==> src/rtl/gpio_expander_core_pkg.sv <==
// Shared definitions for the GPIO expander core: register map, channel modes, FSM states.
// Address constants are 7-bit because the command byte's MSB selects write vs read.
// Channel-indexed registers live at a base address plus channel number (0..15).
package gpio_expander_core_pkg;

  localparam logic [6:0] ADDR_ID        = 7'h00;
  localparam logic [6:0] ADDR_CTRL      = 7'h01;
  localparam logic [6:0] ADDR_OUT0      = 7'h10;
  localparam logic [6:0] ADDR_OUT1      = 7'h11;
  localparam logic [6:0] ADDR_MODE_BASE = 7'h20;
  localparam logic [6:0] ADDR_DUTY_BASE = 7'h40;

  typedef enum logic [1:0] {
    MODE_STATIC     = 2'd0,
    MODE_PWM        = 2'd1,
    MODE_BLINK      = 2'd2,
    MODE_STATIC_ALT = 2'd3
  } mode_e;

  typedef enum logic [1:0] {
    ST_IDLE  = 2'd0,
    ST_WRITE = 2'd1,
    ST_READ  = 2'd2
  } state_e;

endpackage

==> src/rtl/gpio_expander_core_pwm_channel.sv <==
// Per-channel mode selection: static bit, PWM compare against shared counter, or gated blink.
// Purely combinational; the core registers the result together with enable/invert.
// All channels share cnt and blink, so PWM edges are phase-aligned across channels.
module gpio_expander_core_pwm_channel
  import gpio_expander_core_pkg::*;
(
  input  logic [7:0] cnt,
  input  logic       blink,
  input  logic [1:0] mode,
  input  logic [7:0] duty,
  input  logic       out_bit,
  output logic       mode_out
);

  // Select the channel waveform; codes 0 and 3 both mean static
  always_comb begin
    mode_out = out_bit;
    case (mode_e'(mode))
      MODE_PWM:   mode_out = (cnt < duty);
      MODE_BLINK: mode_out = out_bit & blink;
      default:    mode_out = out_bit;
    endcase
  end

endmodule

==> src/rtl/gpio_expander_core.sv <==
// Register-mapped output expander: decodes SPI command/burst bytes into a per-channel register file.
// Register write lands on the data_rdy edge; chip_out follows one edge later; data_latch 1 cycle after data_rdy.
// No backpressure: every data_rdy inside an active frame is consumed; bytes outside a frame are dropped.
module gpio_expander_core
  import gpio_expander_core_pkg::*;
#(
  parameter int         N_OUT        = 7,
  parameter int         PWM_PRESCALE = 4,
  parameter int         BLINK_BITS   = 7,
  parameter logic [7:0] DEVICE_ID    = 8'hA5
) (
  input  logic             sys_clk,
  input  logic             rst,
  input  logic             frame_active,
  input  logic [7:0]       data_in,
  input  logic             data_rdy,
  output logic [7:0]       data_out,
  output logic             data_latch,
  output logic [N_OUT-1:0] chip_out
);

  localparam int              PS_W    = (PWM_PRESCALE > 1) ? $clog2(PWM_PRESCALE) : 1;
  localparam logic [PS_W-1:0] PS_LAST = PS_W'(PWM_PRESCALE - 1);

  logic [1:0]            rst_q;
  logic                  rst_int;
  state_e                state, state_nxt;
  logic [6:0]            addr, addr_nxt, rd_addr;
  logic                  wr_en, ld_en;
  logic [7:0]            rd_data;
  logic [15:0]           out16;
  logic [1:0]            ctrl;
  logic [N_OUT-1:0]      out_bits;
  logic [1:0]            mode_r [N_OUT];
  logic [7:0]            duty_r [N_OUT];
  logic [PS_W-1:0]       presc;
  logic                  tick;
  logic [7:0]            cnt;
  logic [BLINK_BITS-1:0] bper;
  logic                  blink;
  logic [N_OUT-1:0]      mode_out;

  // Reset asserts immediately but releases only after two clean clock edges
  always_ff @(posedge sys_clk or posedge rst) begin
    if (rst) rst_q <= 2'b11;
    else     rst_q <= {rst_q[0], 1'b0};
  end
  assign rst_int = rst_q[1];

  // FSM state register
  always_ff @(posedge sys_clk or posedge rst_int) begin
    if (rst_int) state <= ST_IDLE;
    else         state <= state_nxt;
  end

  // Next state, address advance, write strobe and read-load strobe
  always_comb begin
    state_nxt = state;
    addr_nxt  = addr;
    wr_en     = 1'b0;
    ld_en     = 1'b0;
    rd_addr   = addr + 7'd1;
    if (!frame_active) begin
      state_nxt = ST_IDLE;
    end else if (data_rdy) begin
      case (state)
        ST_IDLE: begin
          addr_nxt = data_in[6:0];
          if (data_in[7]) begin
            state_nxt = ST_WRITE;
          end else begin
            state_nxt = ST_READ;
            ld_en     = 1'b1;
            rd_addr   = data_in[6:0];
          end
        end
        ST_WRITE: begin
          wr_en    = 1'b1;
          addr_nxt = addr + 7'd1;
        end
        ST_READ: begin
          ld_en    = 1'b1;
          addr_nxt = addr + 7'd1;
        end
        default: state_nxt = ST_IDLE;
      endcase
    end
  end

  assign out16 = 16'(out_bits);

  // Read mux; unmapped addresses and channels beyond N_OUT read as zero
  always_comb begin
    rd_data = 8'h00;
    if (rd_addr == ADDR_ID)        rd_data = DEVICE_ID;
    else if (rd_addr == ADDR_CTRL) rd_data = {6'b0, ctrl};
    else if (rd_addr == ADDR_OUT0) rd_data = out16[7:0];
    else if (rd_addr == ADDR_OUT1) rd_data = out16[15:8];
    else begin
      for (int k = 0; k < N_OUT; k++) begin
        if (rd_addr == ADDR_MODE_BASE + 7'(k)) rd_data = {6'b0, mode_r[k]};
        if (rd_addr == ADDR_DUTY_BASE + 7'(k)) rd_data = duty_r[k];
      end
    end
  end

  // Address pointer and SPI return byte; data_latch is a single-cycle load strobe
  always_ff @(posedge sys_clk or posedge rst_int) begin
    if (rst_int) begin
      addr       <= 7'h00;
      data_out   <= 8'h00;
      data_latch <= 1'b0;
    end else begin
      addr       <= addr_nxt;
      data_latch <= ld_en;
      if (ld_en) data_out <= rd_data;
    end
  end

  // Register file writes; the ID and unmapped locations silently absorb data
  always_ff @(posedge sys_clk or posedge rst_int) begin
    if (rst_int) begin
      ctrl     <= 2'b00;
      out_bits <= '0;
      for (int k = 0; k < N_OUT; k++) begin
        mode_r[k] <= 2'b00;
        duty_r[k] <= 8'h00;
      end
    end else if (wr_en) begin
      if (addr == ADDR_CTRL) ctrl <= data_in[1:0];
      for (int k = 0; k < N_OUT; k++) begin
        if (k < 8 && addr == ADDR_OUT0)         out_bits[k] <= data_in[k % 8];
        if (k >= 8 && addr == ADDR_OUT1)        out_bits[k] <= data_in[k % 8];
        if (addr == ADDR_MODE_BASE + 7'(k))     mode_r[k]   <= data_in[1:0];
        if (addr == ADDR_DUTY_BASE + 7'(k))     duty_r[k]   <= data_in;
      end
    end
  end

  assign tick = (presc == PS_LAST);

  // Free-running prescaler, PWM tick counter and blink toggle, independent of SPI traffic
  always_ff @(posedge sys_clk or posedge rst_int) begin
    if (rst_int) begin
      presc <= '0;
      cnt   <= 8'h00;
      bper  <= '0;
      blink <= 1'b0;
    end else begin
      presc <= tick ? '0 : presc + 1'b1;
      if (tick) begin
        cnt <= cnt + 8'd1;
        if (cnt == 8'hFF) begin
          bper <= bper + 1'b1;
          if (&bper) blink <= ~blink;
        end
      end
    end
  end

  for (genvar g = 0; g < N_OUT; g++) begin : g_chan
    gpio_expander_core_pwm_channel u_chan (
      .cnt      (cnt),
      .blink    (blink),
      .mode     (mode_r[g]),
      .duty     (duty_r[g]),
      .out_bit  (out_bits[g]),
      .mode_out (mode_out[g])
    );
  end

  // Registered outputs with global enable and polarity invert
  always_ff @(posedge sys_clk or posedge rst_int) begin
    if (rst_int) chip_out <= '0;
    else         chip_out <= ctrl[0] ? (mode_out ^ {N_OUT{ctrl[1]}}) : '0;
  end

endmodule

==> config.mk <==
export PLATFORM = sky130hd
export DESIGN_NAME = gpio_expander_core
export DESIGN_NICKNAME = d
export VERILOG_FILES = /design/src/rtl/gpio_expander_core_pkg.sv /design/src/rtl/gpio_expander_core_pwm_channel.sv /design/src/rtl/gpio_expander_core.sv
export SDC_FILE = /design/constraint.sdc
export NUM_CORES = 1
export LEC_CHECK = 0
export BUFFER_PORTS_ARGS = -buffer_cell sky130_fd_sc_hd__buf_2
export CAP_MARGIN = 5
export CORE_UTILIZATION = 38
export DETAILED_ROUTE_END_ITERATION = 8
export GPL_ROUTABILITY_DRIVEN = 0
export RECOVER_POWER = 100
export SETUP_SLACK_MARGIN = 0.1
export SLEW_MARGIN = 20
export SYNTH_ARGS = -nofsm -noshare
export SYNTH_HDL_FRONTEND = slang
export SYNTH_SLANG_ARGS = --single-unit
==> constraint.sdc <==
create_clock -name sys_clk -period 7.31 [get_ports sys_clk]
set_input_delay 2.193 -clock sys_clk [delete_from_list [all_inputs] [get_ports sys_clk]]
set_output_delay 2.193 -clock sys_clk [all_outputs]
set_load 0.01 [all_outputs]
== Yosys cells after proc, flatten, opt, wreduce, memory -nomap -nowiden ==
Index checks and enable logic that the tools add are counted.
Cells by class
  add/sub/neg operators: 4
  multiply operators: 0
  div/mod/pow operators: 0
  $lt $le $gt $ge: 7
  eq/ne operators: 53
  shift-type cells: 0
  muxes and demuxes: 43
  bitwise operators: 9
  reduce and logical (&&, ||, !) cells: 24
Operators by type and width (count)
  $mux 8: 17
  $eq 7x6->1 const B: 14
  $eq 7x7->1 const B: 14
  $lt 8x8->1: 7
  $reduce_and 2->1: 18
  $mux 7: 5
  $eq 7x5->1 const B: 3
  $eq 2x2->1 const B: 9
  $eq 2x1->1 const B: 8
  $pmux 1 s2: 8
  $add 7x1->7 const B: 2
  $eq 7x1->1 const B: 2
  $pmux 7 s2: 1
  $mux 2: 5
  $reduce_and 9->1: 1
  $add 8x1->8 const B: 1
  $eq 8x8->1 const B: 1
  $and 1x1->1: 7
  $logic_not 7->1: 1
  $xor 7x7->7: 1
  $mux 1: 6
  $pmux 2 s2: 1
  $reduce_and 3->1: 1
  $add 2x1->2 const B: 1
  6 further kinds: 6
Word-level totals
  register bits: 124
  bits in latches: 0
  memory bits (writable): 0
  memory bits (read-only): 0
  input port bits: 12
  output and inout bits: 16
  logic and storage cells: 166
  memories kept: 0

== Depth between registers and ports, before layout ==
Gate-level depths: netlist of the first run.
  word-level depth: 24
  depth in mapped cells: 12
  mapped depth without buffers: 10

== By module ==
From an unflattened synthesis of the first run, not the netlist that was laid out.
Second synthesis, totals
  cells, all modules: 811
  area total of the unflattened synthesis: 7983.9 um2
Modules (own cells, without submodules)
  gpio_expander_core: times used 1, cells an instance 594, area each 6346.1 um2, sequential area each 3105.5 um2
  gpio_expander_core_pwm_channel: times used 7, cells an instance 31, area each 234.0 um2, sequential area each 0.0 um2

== Worst setup path before layout of the first run ==
No wires, ideal clock.
  kind: input to register
  start point: input port data_in[7]
  end point: register data_out[3]
  library setup time: 0.125 ns
  arrival: 3.966 ns
  data required time: 7.185 ns
  slack: 3.220 ns
  stages: 9
  buffers on the path: 2
  cells stage by stage: buf_2 -> nand4b_4 -> buf_6 -> or3_4 -> o32ai_2 -> nand4_2 -> o21ai_0 -> a31oi_1 -> mux2_2
Between the ends
  cells in the longest elaborated chain, start to end: 22
  elaborated cells on any way between the ends: 42
  those cells by class: eq/ne: 16; mux: 25; reduce/logical: 1
Ends and longest elaborated chain
  from (decl): line gpio_expander_core.sv:15  | input logic [7:0] data_in,
  $mux 7: line gpio_expander_core.sv:69  | if (data_in[7]) begin
  $mux 7: line gpio_expander_core.sv:66  | case (state)
  $mux 7: line gpio_expander_core.sv:65  | end else if (data_rdy) begin
  $mux 7: line gpio_expander_core.sv:63  | if (!frame_active) begin
  $eq 7x7->1: line gpio_expander_core.sv:102  | if (rd_addr == ADDR_DUTY_BASE + 7'(k)) rd_data = duty_r[k];
  $mux 8: line gpio_expander_core.sv:102
  $mux 8: line gpio_expander_core.sv:101  | if (rd_addr == ADDR_MODE_BASE + 7'(k)) rd_data = {6'b0, mode_r[k]};
  $mux 8: line gpio_expander_core.sv:102
  [6 not listed]
  $mux 8: line gpio_expander_core.sv:101
  $mux 8: line gpio_expander_core.sv:102
  $mux 8: line gpio_expander_core.sv:101
  $mux 8: line gpio_expander_core.sv:102
  $mux 8: line gpio_expander_core.sv:98  | else if (rd_addr == ADDR_OUT1) rd_data = out16[15:8];
  $mux 8: line gpio_expander_core.sv:97  | else if (rd_addr == ADDR_OUT0) rd_data = out16[7:0];
  $mux 8: line gpio_expander_core.sv:96  | else if (rd_addr == ADDR_CTRL) rd_data = {6'b0, ctrl};
  $mux 8: line gpio_expander_core.sv:95  | if (rd_addr == ADDR_ID) rd_data = DEVICE_ID;
  to (signal assigned): line gpio_expander_core.sv:116  | if (ld_en) data_out <= rd_data;
  to (decl): line gpio_expander_core.sv:17  | output logic [7:0] data_out,
Parallel ways exist; a longest one is shown, timed or not.
A chain may end at the register's enable or synchronous reset.

== Worst setup path after layout of the first run ==
  start point: input port data_in[7]
  end point: register data_out[4]
The elaborated chain is that of the path after synthesis.

==> results of run 1 <==
routing by layer:
metal  share of wire (%)  up-vias  routed length (um)
li1                    -     2882                   -
met1                  47     3002               10500
met2                  45      166               10000
met3                 5.1       32                1130
met4                 2.4        0                 535
met5                   0        -                   0
layout make-up:
| cell class | instances | area share, % |
|---|---|---|
| sequential | 124 | 36.1 |
| clock inverter | 12 | 1.88 |
| clock buffer | 20 | 5.31 |
| inverter | 75 | 3.29 |
| tap | 265 | 3.86 |
| multi-input combinational | 568 | 48.1 |
| timing repair buffer | 29 | 1.48 |
cell usage after synthesis, types with 4 or more instances:
library cell    n
nand4_1        11
nand3_1        26
o22ai_1         4
dfrtp_1       122
ha_1           74
a31oi_1         4
o21ai_0        71
nand2_1        81
o221ai_1        4
nor2b_1        14
buf_4           7
mux2_2         42
a22oi_1         7
a221oi_1        5
or2_2           4
a211oi_1        5
nand2b_1        9
inv_1          75
nor2_1         36
or4b_2          8
and4_1          4
buf_2           6
xnor2_1        12
nor4b_1         8
xor2_1          5
a21o_1         21
clkbuf_1       22
a32oi_1         4
a21oi_1        40
mux2i_1        11
where the power goes:
part           switching [mW]  internal, mW
clock                   0.331         0.557
sequential             0.0513         0.719
combinational           0.211         0.104
total                   0.594          1.38
logic make-up after synthesis:
kind of cell | share of synthesized area [%]
AOI/OAI and AO/OA | 16.6
xor gates and xnor gates | 1.92
adders and majority gates | 11.9
buffers and inverters | 6.20
DFF | 40.1
muxes | 7.70
other | 0.0484
and+or+nand+nor | 15.5
worst reg2reg max path, delay by kind of cell (launching register included):
| family | cells | cell delay (ns) |
|---|---|---|
| simple gates | 4 | 2.13 |
| compound gates | 3 | 1.09 |
| flops | 1 | 0.40 |
| fa+ha+maj | 1 | 0.20 |
| buf+inv | 1 | 0.11 |
path summary, 6_finish.rpt:
path	from	end	slack, ns
max reg2reg	state[0]	data_out[4]	3.28
min in group asynchronous	rst_q[1]	presc[0]	0.90
min reg2reg	rst_q[0]	rst_q[1]	0.36
max in group asynchronous	rst_q[1]	mode_r[6]	4.64
min	rst_q[0]	rst_q[1]	0.36
max	data_in[7]	data_out[4]	1.91
registers in the layout, summed over array words and instances, names as in the netlist, 7 cells and up:
signal,flops
cnt,8
addr,7
out_bits,7
bper,7
chip_out,7
mode_r,14
duty_r,56
data_out,8
cells in the final DEF (no fill, tap or decap), types with 17 or more instances in the layout:
cell type / synthesis / final
a21oi_1: 40 / 40
nand3_1: 26 / 26
o21ai_0: 71 / 71
nand2_1: 81 / 81
ha_1: 74 / 74
mux2_2: 42 / 42
a21o_1: 21 / 21
clkbuf_16: 0 / 17
nor2_1: 36 / 36
inv_1: 75 / 74
clkbuf_1: 22 / 19
dfrtp_1: 122 / 122
stage by stage:
| step | cell area [um^2] | std cells |
|---|---|---|
| 4_1_cts | 8650 | 1093 |
| 3_5_place_dp | 8040 | 1061 |
| 5_1_grt | 8600 | 1093 |
| 3_3_place_gp | 8040 | 1061 |
| 6_report | 8600 | 1093 |
| 2_1_floorplan | 7750 | 805 |
==> out/results.txt, run 1 <==
Status -> complete, but fails checks
Violated checks -> capacitance limit, slew limit
Crit path time final -> 5.40 ns
Yosys top cell by area -> dfrtp_1
CTS-repair resized insts -> 0
NumNets Final -> 901
FF+latch count, synth -> 124
Initial antenna violation count -> 0
Die ar. -> 21,000 um^2
Grt peak-use layer -> met2
Largest net degree at the start of global routing -> 70
Startpoint Class -> input pin
Num CTS Buffers -> 17
Maximum buffer depth of the clock tree -> 2
Final hold violation count -> 0
M3 GR Usage -> 3.92%
Top Family by Delay on Critical Path -> simple AND/OR/NAND/NOR gates
Synth Flop Type -> dfrtp_1
Most frequent CP cell -> and4_1
First DRT Iteration DRCs -> 541
DP HPWL -> 16,200 um
Crit path depth -> 8
Gr usage total -> 22.7%
Yosys cell types -> 73
First-pass GRT wire length -> 34,300 um
Fmax -> 185 MHz
Antenna cells -> 0
CP max-delay cell -> nand4b_1
Met1 Use GR -> 31.1%
Syn. warnings -> 0
Util after Layout -> 43.6%
Post-CTS setup buffers -> 0
Crit-path cells -> clkbuf_1, nand4b_1, or3_1, o22ai_1, and4_1, a22oi_1, and4_1, o31ai_2
Worst Hold Class -> reg2reg
Hold buffers post-CTS -> 0
VDD IR max -> 0.000128 V
Die H -> 145 um
Critical path buffers and inverters -> 1
DR pass1 iterations -> 7
P&R area growth vs syn -> 10.9%
Die Wd -> 145 um
Fillers -> 1,930
R2R cell count -> 9
Via Count -> 6,082
Drt wl/cell -> 20.3 um
Leakage power total -> 3.71 nW
CTS tree -> yes
CTS H-tree depth -> 4
Total wire length -> 22,200 um
GRT overflow -> 0
Number of synthesized flops with an enable pin -> 0
Crit. End Element -> flip-flop
Slew Limit Fails -> 55
Worst endpoint data arrival time -> 5.73 ns
Synthesized instance count -> 805
TritonCTS Sinks -> 124
Tcrit/Tclk final -> 73.8%
Worst Setup Path Type -> in2reg
Crit path required time -> 7.65 ns
CP peak stage delay -> 0.83 ns
RSZ-0062 raised after global routing -> false
WHS Path Cells -> 0
Asr flop ratio synth -> 100%
Pwr per Cell Area -> 230 nW/um^2
Setup violators final -> 0
Mapped Area -> 7750 um^2
Root Buffer -> clkbuf_16
Core Box Area -> 19,700 um^2
Drt drc -> 0
Setup TNS -> 0 ns
Ports -> 28
Final ANT Viol Nets -> 0
Worst skew pair latency -> 0.43 ns
Final WS setup -> 1.91 ns
Number of global-route vias before repair -> 5,833
Initial Util -> 39.3%
Sequential fraction of the synthesis area -> 40.1%
Num rows -> 51
Port Buffers -> 27
Multi-input gate area -> 4130 um^2
Clk slew on worst S/H paths -> 0.06 ns
Pwr Total -> 1.97 mW
Max_cap viols -> 1
Layout cells sized above 1 -> 13.4%
Actual slew at the worst max-slew pin -> 2.42 ns
Top cells by area, synth -> dfrtp_1, ha_1, mux2_2
CP max FO -> 20
Slew HR -> -62.1%
WHS -> 0.356 ns
Top cell type's share of synthesized area -> 39.4%
Syn avg cell area -> 9.63 um^2
Register Area -> 3110 um^2
Pre-CTS setup slack -> 2.39 ns
Clock Skew -> 0.00897 ns
Avg Vias per Cell -> 5.56
Syn nets -> 891
M2 GR Usage -> 35.6%
(Power assumes the default switching activity.)
==> run 2: changes to the inputs <==
--- a/config.mk
+++ b/config.mk
@@ -5,6 +5,7 @@
 export SDC_FILE = /design/constraint.sdc
 export NUM_CORES = 1
 export LEC_CHECK = 0
+export ABC_AREA = 1
 export BUFFER_PORTS_ARGS = -buffer_cell sky130_fd_sc_hd__buf_2
 export CAP_MARGIN = 5
 export CORE_UTILIZATION = 38
==> constraint.sdc (replaced) <==
create_clock -name sys_clk -period 5.2 [get_ports sys_clk]
set_input_delay 1.56 -clock sys_clk [delete_from_list [all_inputs] [get_ports sys_clk]]
set_output_delay 1.56 -clock sys_clk [all_outputs]
set_load 0.01 [all_outputs]
==> run 2 against run 1 <==
  * Sequential share of layout area up 0.78 points
  * Die area decreased by 4.5%
  * The flow still finishes with violations (capacitance limit, slew limit)
  * Register-to-register slack worse by 1.7 ns
  * Clock power grew 49%
  * Area after synthesis fell by 4.6%
  * Synthesized cell count rose by 13%
  * Sequential cell count is the same
  * Hold slack improved by 0.00097 ns
  * Combinational power increased by 35%
  * Design area shrank 2.1%
  * Via count is 2.1% higher
==> out/results.txt, run 2 <==
Avg Vias per Cell -> 5.10 (-8.4%)
Worst Setup Path Type -> in2reg
Util after Layout -> 44.5% (+0.94 points)
Syn nets -> 999 (+12%)
Drt wl/cell -> 16.8 um (-17%)
Core Box Area -> 18,900 um^2 (-4.2%)
Sequential fraction of the synthesis area -> 42.0% (+1.9 points)
Top cells by area, synth -> dfrtp_1, ha_1, nand2_1
Setup violators final -> 0 (unchanged)
VDD IR max -> 0.000213 V (+66%)
Crit-path cells -> clkbuf_1, nand2_1, inv_1, nand2_1, inv_1, nand2_1, nand2_1, nand2_1, nor2_1, nand2_1, o22ai_1, a2111oi_0, o2111ai_1, nand2_1, nand2_1
Crit. End Element -> flip-flop
Actual slew at the worst max-slew pin -> 3.70 ns (+1.28 ns)
Xor and xnor area share after synthesis -> 1.54% (-0.38 points)
M2 GR Usage -> 34.2% (-1.4 points)
Die ar. -> 20,000 um^2 (-4.5%)
Ports -> 28 (unchanged)
Num CTS Buffers -> 17 (unchanged)
Die Wd -> 142 um (-2.3%)
Synthesized instance count -> 913 (+13%)
Die H -> 142 um (-2.3%)
Pwr per Cell Area -> 337 nW/um^2 (+47%)
Clock Skew -> 0.00907 ns (+0.000106 ns)
Initial antenna violation count -> 0 (unchanged)
Layout cells sized above 1 -> 7.20% (-6.2 points)
Final ANT Viol Nets -> 0 (unchanged)
Yosys cell types -> 48 (-34%)
CTS-repair resized insts -> 0 (unchanged)
CP max-delay cell -> a2111oi_0
Syn. warnings -> 0 (unchanged)
CP max FO -> 12 (-40%)
Violated checks -> capacitance limit, slew limit
Via Count -> 6,211 (+2.1%)
Met1 Use GR -> 29.9% (-1.2 points)
Antenna cells -> 0 (unchanged)
Tcrit/Tclk final -> 72.6%
Num rows -> 50 (-2.0%)
Max FFs per register -> 56 (unchanged)
CTS H-tree depth -> 4 (unchanged)
Final WS setup -> 1.42 ns (-0.490 ns)
Worst endpoint data arrival time -> 4.09 ns (-1.64 ns)
Syn avg cell area -> 8.10 um^2 (-16%)
Pre-CTS setup slack -> 1.30 ns (-1.09 ns)
Total wire length -> 20,500 um (-7.5%)
Asr flop ratio synth -> 100% (unchanged)
Mapped Area -> 7400 um^2 (-4.6%)
Placed Cells -> 1,186 (+12%)
Root Buffer -> clkbuf_16
Slew HR -> -148% (-86 points)
First DRT Iteration DRCs -> 492 (-9.1%)
Number of global-route vias before repair -> 6,005 (+2.9%)
Most frequent cell after synthesis -> nand2_1
Adder-cell area share of the yosys netlist -> 12.5% (+0.57 points)
Slew Limit Fails -> 82 (+49%)
Top post-synthesis cells by count -> nand2_1, inv_1, dfrtp_1
Simple-Gate Fraction of Synth Area -> 21.6% (+6.0 points)
Top cell type's share of synthesized area -> 41.3% (+1.9 points)
WHS -> 0.357 ns (+0.000967 ns)
Pwr Total -> 2.84 mW (+44%)
Grt peak-use layer -> met2
Startpoint Class -> input pin
Drt drc -> 0 (unchanged)
Synth Flop Type -> dfrtp_1
Port Buffers -> 27 (unchanged)
Most frequent cells in the layout -> nand2_1, inv_1, dfrtp_1, o21ai_0, ha_1
Yosys top cell by area -> dfrtp_1
Biggest regs -> duty_r x56, mode_r x14
Clk slew on worst S/H paths -> 0.06 ns (about the same)
DR pass1 iterations -> 5 (-2)
CP peak stage delay -> 0.53 ns (-0.30 ns)
Final hold violation count -> 0 (unchanged)
Placed Instance Area -> 7810 um^2 (-2.9%)
Number of synthesized flops with an enable pin -> 0 (unchanged)
RSZ-0062 raised after global routing -> false
Most frequent CP cell -> nand2_1
NumNets Final -> 1,031 (+14%)
Fmax -> 265 MHz
First-pass GRT wire length -> 32,900 um (-4.0%)
Crit path required time -> 5.51 ns (-2.14 ns)
Max_cap viols -> 1 (unchanged)
P&R area growth vs syn -> 13.8%
Status -> complete, but fails checks
Crit path time final -> 3.78 ns
Mux share of post-synthesis cell area -> 0% (-7.7 points)
FF+latch count, synth -> 124 (unchanged)
DP HPWL -> 15,300 um (-5.7%)
Largest register by flop count -> duty_r
Final non-filler cell total -> 1,218 (+11%)
Initial Util -> 39.1% (-0.17 points)
Maximum buffer depth of the clock tree -> 2 (unchanged)
Leakage power total -> 3.86 nW (+4.1%)
Hold buffers post-CTS -> 0 (unchanged)
Design area -> 8420 um^2 (-2.1%)
M3 GR Usage -> 5.06% (+1.1 points)
Worst skew pair latency -> 0.42 ns (about the same)
Fillers -> 1,941 (+0.57%)
Setup TNS -> 0 ns (unchanged)
Largest net degree at the start of global routing -> 82 (+17%)
Main combinational cell family by area after synthesis -> simple AND/OR/NAND/NOR gates
Gr usage total -> 22.0% (-0.75 points)
GRT overflow -> 0 (unchanged)
Post-CTS setup buffers -> 0 (unchanged)
CTS tree -> yes
Commonest non-fill, non-tap cell in the layout -> nand2_1
Post-synthesis compound-gate area fraction -> 14.5% (-2.1 points)
Worst Hold Class -> reg2reg
TritonCTS Sinks -> 124 (unchanged)
-- run 2: cell types whose count changed in the layout (fill, tap and decap cells not counted), sizes merged, moves of 12 or more --
| cell | delta |
|---|---|
| a21o | -21 |
| inv | +57 |
| mux2 | -42 |
| mux2i | -12 |
| nand2 | +149 |
| nand3 | +16 |
| nor2 | +13 |
| nor2b | -14 |
| o21ai | +40 |
-- run 2: metal layers --
metal	part of all wire, %	vias up
met4	2.0	0
met1	47	2950
met3	5.0	30
met2	46	155
met5	0	-
li1	-	3076
-- run 2: cell families (layout without fill, tap and decap cells) --
kind of cell / Yosys count / count (layout)
flip-flops: 124 / 124
XOR/XNOR: 13 / 13
buffers and inverters: 152 / 197
other: 1 / 1
AO/OA/AOI/OAI: 191 / 191
adder cells (fa/ha/maj): 74 / 74
AND/OR/NAND/NOR: 358 / 358
-- run 2: final cells by class --
type | count | area (um^2) | share of cell area [%]
Sequential cell | 124 | 3110 | 36.9
Clock inverter | 13 | 214 | 2.54
Multi-Input combinational cell | 637 | 3690 | 43.9
Clock buffer | 19 | 443 | 5.26
Inverter | 135 | 508 | 6.04
Timing Repair Buffer | 30 | 129 | 1.53
Tap cell | 260 | 325 | 3.87
-- run 2: worst max-delay path: cells and delay by family --
| kind | cells | cell delay [ns] |
|---|---|---|
| buffers and inverters | 3 | 0.37 |
| AOI/OAI and AO/OA | 3 | 0.91 |
| and+or+nand+nor | 9 | 1.24 |
-- run 2: final timing paths --
kind / startpoint / end / slack, ns / cells after the start
setup / recovery: frame_active / data_out[6] / 1.42 / 15
hold / removal: rst_q[0] / rst_q[1] / 0.36 / 0
setup reg to reg: rst_q[1] / duty_r[32] / 1.61 / 2
hold reg to reg: rst_q[0] / rst_q[1] / 0.36 / 0
max in group asynchronous: rst_q[1] / duty_r[32] / 1.61 / 2
min in group asynchronous: rst / rst_q[0] / 1.15 / 2
-- run 2: where the power goes --
part	total [mW]	switching, mW	internal (mW)
Clock	1.32	0.457	0.867
Combinational	0.428	0.298	0.130
Sequential	1.09	0.0602	1.03
Total	2.84	0.816	2.02
==> run 3: changes to the inputs <==
==> constraint.sdc (replaced) <==
create_clock -name sys_clk -period 3.6 [get_ports sys_clk]
set_input_delay 1.08 -clock sys_clk [delete_from_list [all_inputs] [get_ports sys_clk]]
set_output_delay 1.08 -clock sys_clk [all_outputs]
set_load 0.01 [all_outputs]
==> run 3 against run 2 <==
  * The run still ends with capacitance limit, slew limit left
  * Sequential power is 44% higher
  * Critical path depth down 1
  * Non-clock buffer count increased by 8
  * Critical endpoint unchanged
  * Sequential cell count is the same
  * Critical path type unchanged
==> out/results.txt, run 3 (synthesis gave the netlist of run 2 again) <==
Placed Cells -> 1,194 (+0.67%)
Gr usage total -> 22.1% (+0.10 points)
WHS -> 0.360 ns (+0.00357 ns)
Avg Vias per Cell -> 5.02 (-1.5%)
Crit path time final -> 3.13 ns
Die Wd -> 142 um (unchanged)
Combinational power share -> 15.6% (+0.5 points)
Pwr Total -> 4.02 mW (+42%)
Met3 routed WL -> 1100 um (+6.6%)
Leakage power total -> 3.87 nW (+0.30%)
Ports -> 28 (unchanged)
Most frequent cells in the layout -> nand2_1, inv_1, dfrtp_1, o21ai_0, ha_1
Switching share of power -> 29.5% (+0.80 points)
Pre-CTS setup slack -> 0.151 ns (-1.15 ns)
Antenna cells -> 0 (unchanged)
Max FFs per register -> 56 (unchanged)
Final ANT Viol Nets -> 0 (unchanged)
TritonCTS Sinks -> 124 (unchanged)
Initial Util -> 39.1% (unchanged)
Largest net degree at the start of global routing -> 123 (+50%)
Status -> complete, but fails checks
Die ar. -> 20,000 um^2 (unchanged)
Wl on met1 -> 9580 um (-1.2%)
Final hold violation count -> 0 (unchanged)
Util after Layout -> 44.7% (+0.15 points)
Num CTS Buffers -> 17 (unchanged)
Slew Limit Fails -> 123 (+50%)
Setup violators final -> 0 (unchanged)
Drt wl/cell -> 16.6 um (-1.6%)
CP max FO -> 12 (unchanged)
Final non-filler cell total -> 1,226 (+0.66%)
Clock Skew -> 0.00638 ns (-0.00270 ns)
Fmax -> 320 MHz
VDD IR max -> 0.000302 V (+42%)
Tcrit/Tclk final -> 86.8%
Crit. End Element -> flip-flop
Maximum buffer depth of the clock tree -> 2 (unchanged)
Root Buffer -> clkbuf_16
Commonest non-fill, non-tap cell in the layout -> nand2_1
Final WS setup -> 0.474 ns (-0.951 ns)
CTS-repair resized insts -> 0 (unchanged)
Sequential Power Share -> 39.0% (+0.7 points)
Port Buffers -> 27 (unchanged)
P&R area growth vs syn -> 14.2%
Clk slew on worst S/H paths -> 0.06 ns (about the same)
Routed met2 length -> 9150 um (-2.4%)
Worst Hold Class -> reg2reg
CTS tree -> yes
Design area -> 8450 um^2 (+0.34%)
CTS H-tree depth -> 4 (unchanged)
Slew HR -> -13.0% (+140 points)
Initial antenna violation count -> 0 (unchanged)
Via Count -> 6,155 (-0.90%)
Setup TNS -> 0 ns (unchanged)
R2R cell count -> 15 (+13)
Post-CTS setup buffers -> 0 (unchanged)
Max layer used -> met4
First DRT Iteration DRCs -> 537 (+9.1%)
P_int -> 2.83 mW (+40%)
Core Box Area -> 18,900 um^2 (unchanged)
Drt drc -> 0 (unchanged)
Die H -> 142 um (unchanged)
Startpoint Class -> input pin
Total wire length -> 20,300 um (-0.95%)
Pwr per Cell Area -> 476 nW/um^2 (+41%)
Max_cap viols -> 1 (unchanged)
Layout cells sized above 1 -> 7.87% (+0.66 points)
Fillers -> 1,911 (-1.5%)
Clock share of power -> 45.5% (-1.2 points)
Crit path required time -> 3.92 ns (-1.59 ns)
Placed Instance Area -> 7880 um^2 (+0.95%)
Num rows -> 50 (unchanged)
DP HPWL -> 15,100 um (-1.2%)
Worst skew pair latency -> 0.43 ns (about the same)
Worst Setup Path Type -> in2reg
Biggest regs -> duty_r x56, mode_r x14
Largest register by flop count -> duty_r
Violated checks -> capacitance limit, slew limit
NumNets Final -> 1,039 (+0.78%)
Hold buffers post-CTS -> 0 (unchanged)
Worst endpoint data arrival time -> 3.44 ns (-0.65 ns)
WHS Path Cells -> 0 (unchanged)
DR pass1 iterations -> 6 (+1)
RSZ-0062 raised after global routing -> false
Number of global-route vias before repair -> 6,076 (+1.2%)
First-pass GRT wire length -> 33,000 um (+0.19%)
Switching power -> 1.19 mW (+46%)
Actual slew at the worst max-slew pin -> 1.70 ns (-2.01 ns)
GRT overflow -> 0 (unchanged)
-- run 3: changes by cell type in the layout (fill, tap and decap cells not counted), sizes merged --
cell      change
clkinvlp      +1
buf           +7
clkbuf        +1
bufinv        -1
-- run 3: critical path: stages --
cell and delay (ns):
clkbuf_1 0.11, nand2_1 0.08, inv_1 0.10, nand2_2 0.17, inv_2 0.17, nand2_1 0.11, nand3_2 0.17, nor2_1 0.14
nand2_1 0.18, o22ai_1 0.11, a2111oi_0 0.66, o2111ai_1 0.21, nand2_1 0.11, nand2_1 0.06
-- run 3: final timing paths --
check | end | startpoint | slack [ns]
min | rst_q[1] | rst_q[0] | 0.36
max reg2reg | data_out[6] | state[1] | 0.55
max | data_out[6] | frame_active | 0.47
max in group asynchronous | cnt[4] | rst_q[1] | 1.63
min reg2reg | rst_q[1] | rst_q[0] | 0.36
min in group asynchronous | rst_q[0] | rst | 0.67
-- run 3: final cells by class --
class	count	area, um^2	area share [%]
clock buffer	19	433	5.13
clock inverter	13	191	2.27
inverter	135	510	6.04
multi-input combinational	637	3690	43.7
sequential	124	3110	36.8
tap	260	325	3.85
timing repair buffer	38	185	2.19
-- run 3: power groups by stage --
stage / Clock [mW] / Sequential (mW) / Combinational (mW)
3_3_place_gp: 0 / 1.59 / 0.627
2_1_floorplan: 0 / 1.57 / 0.464
5_1_grt: 1.92 / 1.58 / 0.713
4_1_cts: 1.86 / 1.57 / 0.637
6_report: 1.83 / 1.57 / 0.627
3_5_place_dp: 0 / 1.59 / 0.634
-- run 3: routing by layer --
metal,GRT usage (%),vias up
met1,29.8,2870
met5,0,-
li1,-,3106
met4,7.81,0
met2,35.1,148
met3,4.52,31
